===== src/rtl/uart_tx_fifo.sv =====
// Elastic byte FIFO between the UART receiver and transmitter, drained by a tx_start/tx_busy FSM.
// Define UART_TX_FIFO_STATS_EN to add the saturating drop_cnt output.
module uart_tx_fifo #(
  parameter int DEPTH        = 16,
  parameter int DATA_W       = 8,
  parameter int BUSY_TIMEOUT = 4
) (
  input  logic                   clk,
  input  logic                   reset,
  input  logic [DATA_W-1:0]      wr_data,
  input  logic                   wr_valid,
  input  logic                   wr_frame_err,
  input  logic                   tx_busy,
  output logic                   tx_start,
  output logic [DATA_W-1:0]      tx_data,
  output logic [$clog2(DEPTH):0] count,
  output logic                   empty,
  output logic                   full,
  output logic                   overflow
`ifdef UART_TX_FIFO_STATS_EN
  ,
  output logic [7:0]             drop_cnt
`endif
);

  localparam int AW = $clog2(DEPTH);
  localparam int CW = AW + 1;
  localparam int TW = $clog2(BUSY_TIMEOUT) + 1;

  typedef enum logic [1:0] {
    S_IDLE,
    S_WAIT_RISE,
    S_WAIT_FALL
  } state_t;

  logic [DATA_W-1:0] mem [DEPTH];
  logic [AW-1:0]     wr_ptr;
  logic [AW-1:0]     rd_ptr;
  logic [TW-1:0]     timer;
  state_t            state;
  logic              push;
  logic              pop;
  logic              ovf_drop;
  logic [CW-1:0]     count_next;

  // The FSM looks only at registered empty, so a push into an empty FIFO cannot pop the same cycle.
  always_comb begin
    pop        = (state == S_IDLE) && !empty && !tx_busy;
    push       = wr_valid && !wr_frame_err && (!full || pop);
    ovf_drop   = wr_valid && !wr_frame_err && full && !pop;
    count_next = count + CW'(push) - CW'(pop);
  end

  // NOTE: the storage array has no reset; an entry is only ever read after it has been written.
  always_ff @(posedge clk) begin
    if (push) mem[wr_ptr] <= wr_data;
  end

  always_ff @(posedge clk) begin
    if (reset) begin
      wr_ptr   <= '0;
      count    <= '0;
      empty    <= 1'b1;
      full     <= 1'b0;
      overflow <= 1'b0;
    end else begin
      if (push) wr_ptr <= wr_ptr + AW'(1);
      count <= count_next;
      empty <= (count_next == '0);
      full  <= (count_next == CW'(DEPTH));
      if (ovf_drop) overflow <= 1'b1;
    end
  end

  // NOTE: tx_start gets a default low first and is overridden later in the same block; with
  // non-blocking assignments the last write wins, which yields an exact one-cycle pulse.
  always_ff @(posedge clk) begin
    if (reset) begin
      state    <= S_IDLE;
      tx_start <= 1'b0;
      tx_data  <= '0;
      rd_ptr   <= '0;
      timer    <= '0;
    end else begin
      tx_start <= 1'b0;
      case (state)
        S_IDLE: begin
          if (pop) begin
            tx_start <= 1'b1;
            tx_data  <= mem[rd_ptr];
            rd_ptr   <= rd_ptr + AW'(1);
            timer    <= '0;
            state    <= S_WAIT_RISE;
          end
        end
        S_WAIT_RISE: begin
          // A transmitter that never acknowledges must not stall the queue; the byte counts as sent.
          if (tx_busy) state <= S_WAIT_FALL;
          else if (timer == TW'(BUSY_TIMEOUT - 1)) state <= S_IDLE;
          else timer <= timer + TW'(1);
        end
        S_WAIT_FALL: begin
          if (!tx_busy) state <= S_IDLE;
        end
        default: state <= S_IDLE;
      endcase
    end
  end

`ifdef UART_TX_FIFO_STATS_EN
  logic frame_drop;
  assign frame_drop = wr_valid && wr_frame_err;

  always_ff @(posedge clk) begin
    if (reset) drop_cnt <= '0;
    else if ((frame_drop || ovf_drop) && drop_cnt != 8'hFF) drop_cnt <= drop_cnt + 8'd1;
  end
`endif

endmodule


===== config.mk =====
export PLATFORM = sky130hd
export DESIGN_NAME = uart_tx_fifo
export DESIGN_NICKNAME = d
export VERILOG_FILES = /design/src/rtl/uart_tx_fifo.sv
export SDC_FILE = /design/constraint.sdc
export NUM_CORES = 1
export LEC_CHECK = 0
export ABC_CLOCK_PERIOD_IN_PS = 6700
export CAP_MARGIN = 20
export CORE_MARGIN = 5
export CORE_UTILIZATION = 29
export CTS_CLUSTER_DIAMETER = 80
export DETAILED_ROUTE_END_ITERATION = 12
export DONT_BUFFER_PORTS = 1
export GPL_ROUTABILITY_DRIVEN = 0
export HOLD_SLACK_MARGIN = 0.06
export PLACE_DENSITY = 0.49
export REMOVE_ABC_BUFFERS = 1
export SETUP_SLACK_MARGIN = 0.2
export SLEW_MARGIN = 20
export SYNTH_ARGS = -nofsm -noshare
export SYNTH_HDL_FRONTEND = slang
export SYNTH_SLANG_ARGS = --single-unit

===== constraint.sdc =====
create_clock -name clk -period 6.7 [get_ports clk]
set_input_delay 0.67 -clock clk [delete_from_list [all_inputs] [get_ports clk]]
set_output_delay 0.67 -clock clk [all_outputs]
set_load 0.02 [all_outputs]

# == Word level (Yosys, flattened, before mapping) ==
# Memory sizes are Yosys's and may differ from the RTL's. A register that Yosys moved wholly into a read port is not among the register bits.
# Cells that the tools add are included.
# word_totals
ff_bits,22
ram_bits,128
input_bits,13
out_inout_bits,17
elab_cells,56
memories,1
# mem_list
memory,words,width,read_ports,rd_clocked_by_memory_dff,write_ports,line_no,rtl
mem,16,8,1,1,1,36,logic [DATA_W-1:0] mem [DEPTH];
# op_classes
n_addsub,5
eq_ne,9
n_mux,12
bitwise,1
n_reduce_logical,19
# op_table
operator,n
3-bit two-way mux,3
"4-bit by 1-bit adder with 4-bit output, second input constant",2
2-bit two-way mux,4
"2-bit != test, second input constant",4
1-bit logical AND,6
2-bit one-hot mux with 3 select lines,1
3-bit one-hot mux with 2 select lines,1
5-bit by 1-bit adder with 5-bit output,1
"5-bit equality test, second input constant",1
1-bit zero test,5
5-bit zero test,1
5-bit by 1-bit subtractor with 5-bit output,1
4-bit AND reduction,1
"3-bit by 1-bit adder with 3-bit output, second input constant",1
"3-bit by 2-bit equality test with 1-bit output, second input constant",1
1-bit two-way mux,3
"3-bit != test, second input constant",1
3-bit AND reduction,1
"2-bit by 1-bit equality test with 1-bit output, second input constant",1
"2-bit equality test, second input constant",1
2-bit zero test,1
2-bit AND reduction,1
2-bit nonzero test,1
2-bit OR reduction,1
other kinds (2),2

# == Depth between registers and ports, before layout ==
# depth
depth_word,8
mapped_depth,12
mapped_depth_nobuf,11

# == Worst setup path before layout ==
# Ideal clock, no wire load.
# synth_path
kind,input port to flip-flop
start,input tx_busy
end,register empty
setup_time_ps,116
t_arrival_ps,2874
required_ps,6584
path_slack_ps,3710
cell_stages,12
path_buffers,1
path_cell_list,o41ai_2 -> and2_1 -> buf_2 -> inv_1 -> ha_1 -> inv_1 -> ha_1 -> fa_1 -> a21o_1 -> a21oi_1 -> xnor2_1 -> a31o_2
# synth_between
elab_chain_cells,7
# synth_rtl
item,line_no,rtl
from (decl),13,"input logic tx_busy,"
1-bit zero test *,n/a,
1-bit logical AND *,48,pop = (state == S_IDLE) && !empty && !tx_busy;
1-bit logical OR,49,push = wr_valid && !wr_frame_err && (!full || pop);
1-bit logical AND,49,
5-bit by 1-bit adder with 5-bit output,51,count_next = count + CW'(push) - CW'(pop);
5-bit by 1-bit subtractor with 5-bit output *,51,
5-bit zero test *,69,empty <= (count_next == '0);
to (signal assigned),69,
to (decl),17,"output logic empty,"
# Mark *: on every way between the ends. The rest lies on a longest branch, timed or not.
# A chain may end at the register's enable or synchronous reset.

# == Worst setup path after layout ==
# layout_path
start,register empty
end,register empty
# layout_between
elab_chain_cells,8
# layout_rtl
item,line_no,rtl
1-bit zero test *,48,
1-bit logical AND * (2 in a row),48,
via pop,42,logic pop;
1-bit logical OR,49,
1-bit logical AND,49,
5-bit by 1-bit adder with 5-bit output,51,
5-bit by 1-bit subtractor with 5-bit output *,51,
5-bit zero test *,69,
# Mark *: on every way through the listed nets, which the timed path passes. The rest lies on a longest branch.

==> impl.org <==
** Outcome
- Outcome :: finished, final reports clean

** Global route
- The number of antenna violations at the first check in global routing is 0.
- First-pass GRT wire length :: 19.4 mm
- In the global route stage, overall resource usage came out at 10.8%.
- Maximum number of pins on one net before global-route repair :: 36
- GRT overflow :: 0
- Via count of the first global-routing pass :: 3182

** Worst setup path
- Worst setup startpoint :: empty$_SDFF_PP1_
- Walking the worst path, the cells encountered are nor2_1 -> nand2_1 -> clkinv_1 -> ha_1 -> inv_1 -> ha_1 -> fa_1 -> a21o_1 -> a21oi_1 -> xnor2_1 -> a31o_2.
- R2r startpoint :: empty$_SDFF_PP1_
- The worst setup path is captured at a register.
- The slowest stage of the critical path belongs to the cell dfxtp_1.
- STA puts the critical path data required time at 7010 ps.
- The largest single stage delay on the critical path is 490 ps.
- STA classifies the critical path startpoint as a register.
- Most common cell type on the critical path :: ha_1
- Worst Path Class, Setup :: register to register
- For the worst setup path, the data arrival time is approximately 3400 ps.
- Maximum fanout along the worst path :: 13

** Detailed routing
- The count of nets left with antenna violations once routing finished came out at 0.
- Final Routed Wirelength :: ~13 mm
- Final routed DRC violation total :: 0
- The first routing iteration left 252 violations.
- Number of vias in the routed layout :: slightly above 3000
- Vias/cell :: 4.67
- DR pass1 iterations :: 5
- Routed length per placed instance :: 19.6 um

** Logic synthesis
- The synthesized netlist occupies a cell area of 6360 um^2.
- Counting every instance in the synthesized netlist gives roughly 350.
- After synthesis, flip-flops and latches occupy a little over two thirds of the total area.
- Yosys warnings :: 0
- In this run the mean area of a mapped cell was approximately 18 um^2.
- Synthesis instantiated 35 different standard cells from the library.
- In this run, synthesis produced a sequential element count of between 150 and 200.

** Flow run
- The tool flagged a number of max-cap violations equal to 0.

** Clock network
- Counting along the longest clock path gives a buffer depth of 2.
- The cell sitting at the root of the clock tree is a clkbuf_16.
- Clock transition at the registers of the reported paths :: 60 ps
- The number of hold buffers added after CTS was 0.
- H-tree level count :: 4
- For this design, the sink count on the clock tree is 158.
- Later-pin clock latency in the skew report :: 420 ps
- Number of CTS-inserted buffers :: 17
- After clock tree synthesis, the setup repair step added 0 buffers.
- TritonCTS built the clock tree.
- Cts repair resizes :: 0

** Cells and area
- The layout has ~2100 filler cells.
- Fin nets :: 385
- Number of diodes added for antenna fixing :: 0
- Relative to the synthesized area, the layout overhead comes to 12.9%.
- In the final layout, the share of cells above drive strength 1 is 11.8%.

** STA
- On the final layout, the worst clock skew is 7.17 ps.
- For the final routed database, the setup TNS stands at 0 ps.
- Final clock period utilization by the worst path :: 46.1%
- Setup violations remaining at the end of the flow were counted as 0.
- The number of endpoints with negative hold slack in the final report was 0.
- Across all setup checks in the final design, the least slack found is 3610 ps.
- Max Freq :: roughly 320 MHz
- Shortest clock period the worst path allows after layout :: 3090 ps
- The worst pin sits at a relative slew slack of about a third.
- The max-slew violation total from the final report is 0.
- Setup repair after global routing left no endpoint under its margin.
- Worst Tran Pin Value :: between 1000 and 1500 ps

** Placement
- Buffers placed on the I/O ports in this run total 0.
- Half-perimeter wire length after placement :: 7.92 mm
- Post-placement worst setup slack :: 3480 ps

** Power
- Dividing total power by cell area gives a power density of 332 nW/um^2.
- For this design the static power due to leakage is between 0.002 and 0.0025 uW.
- Worst vdd ir :: roughly 0.16 mV

** Die
- Row cnt :: 54
- Overall die area :: ~25000 um^2
- In this run the vertical extent of the chip is 158 um.
- Once the floorplan was initialized, standard cells occupied 29.3% of the core.
- Core Area :: about 22000 um^2
- Die Wd :: ~160 um
- Top-Level Pins :: 30

** Hold path
- The worst hold path belongs to the class input pin to register.
- The startpoint identified for the worst hold timing path is reset.
per-stage QoR:
stage	std cells	utilization (%)	cell area (um^2)	hold WS, ps	power, uW
floorplan	333	-	6250	426	1460
global placement	620	30.7	6650	434	1540
detailed placement	620	30.7	6650	459	1540
CTS	652	33.1	7180	289	2410
global route	652	33.1	7180	291	2500
finish	652	33.1	7180	310	2380
state kept, by name, summed over array words and instances (netlist names):
register	cells
full	1
rd_ptr	4
state	2
wr_ptr	4
tx_data	8
empty	1
count	5
timer	3
mem	128
overflow	1
tx_start	1
per-layer routing:
layer | track usage (%) | up-vias | part of all wire, %
met1 | 13.3 | 1568 | 44
met3 | 4.95 | 19 | 7.5
met4 | 3.90 | 0 | 1.5
met5 | 0 | - | 0
li1 | - | 1402 | -
met2 | 16.9 | 56 | 47
layout by cell type (no fill, tap or decap), types with 7 or more instances in the layout:
cell	count
buf_4	7
nand2_1	11
inv_1	10
dfxtp_1	29
mux4_2	7
mux4_1	25
o221ai_1	8
nand3b_1	9
mux2i_1	17
clkbuf_16	17
ha_1	12
nor2_1	26
xor2_1	7
edfxtp_1	128
area by class of cell:
cell class / count / area [um^2] / share of cell area [%]
clock buffers: 19 / 433 / 6.03
clock inverters: 13 / 91.3 / 1.27
inverters: 11 / 41.3 / 0.575
multi-input cells: 164 / 1760 / 24.6
flip-flops and latches: 158 / 4450 / 61.9
well taps: 280 / 350 / 4.88
repair buffers: 7 / 52.6 / 0.732
worst max-delay path: cells and delay by family, from the launching register on:
kind,cells,cell delay [ps]
flip-flops,1,490
XOR/XNOR,1,120
adder cells (fa/ha/maj),3,950
buffers and inverters,2,350
AND/OR/NAND/NOR,2,480
AO/OA/AOI/OAI,3,590
final timing paths:
path	to	slack, ps	depth (start not counted)
worst max register to register	empty$_SDFF_PP1_	3610	11
worst max-delay path	empty$_SDFF_PP1_	3610	11
worst min-delay path	count[3]$_SDFF_PP0_	310	1
worst min register to register	timer[1]$_SDFFE_PP0P_	470	2
power breakdown:
group	total (uW)	switching [uW]	internal, uW
clock network	863	389	474
logic	338	170	168
registers	1180	75.0	1100
total	2380	634	1750
kinds of logic after synthesis:
group                    after synthesis  share of synthesized area [%]
flip-flops                           158                           69.9
AND/OR/NAND/NOR                       70                           5.53
multiplexers                          49                           15.5
buffers and inverters                 29                           2.34
AO/OA/AOI/OAI                         20                           2.38
adder cells (fa/ha/maj)               13                           2.68
XOR/XNOR                              12                           1.65
synth_stat cells:
master    number  area, um^2
a21oi_1        6        30.0
a31o_2         1        8.76
clkbuf_1       8        30.0
xnor2_1        5        43.8
nand3_1        2        10.0
dfxtp_1       30         601
ha_1          12         150
a21o_1         2        15.0
and2_1         1        6.26
a31oi_1        1        6.26
clkinv_1       1        3.75
o41ai_2        1        16.3
nor4b_1        1        8.76
mux4_1        25         657
nor3b_1        1        7.51
xor2_1         7        61.3
nor2_1        26        97.6
nand2_1       11        41.3
or3_1          4        25.0
o21ai_1        1        5.00
buf_6          4        45.0
mux4_2         7         158
edfxtp_1     128        3840
nand2b_1       3        18.8
fa_1           1        20.0
o221ai_1       8        70.1
nor2b_1        5        31.3
mux2i_1       17         170
buf_4          1        7.51
nor3_1         5        25.0
and3_1         1        6.26
buf_2          5        25.0
inv_1         10        37.5
nand3b_1       9        67.6
nand4_1        1        6.26
No activity file was read; power rests on OpenSTA's default activity.
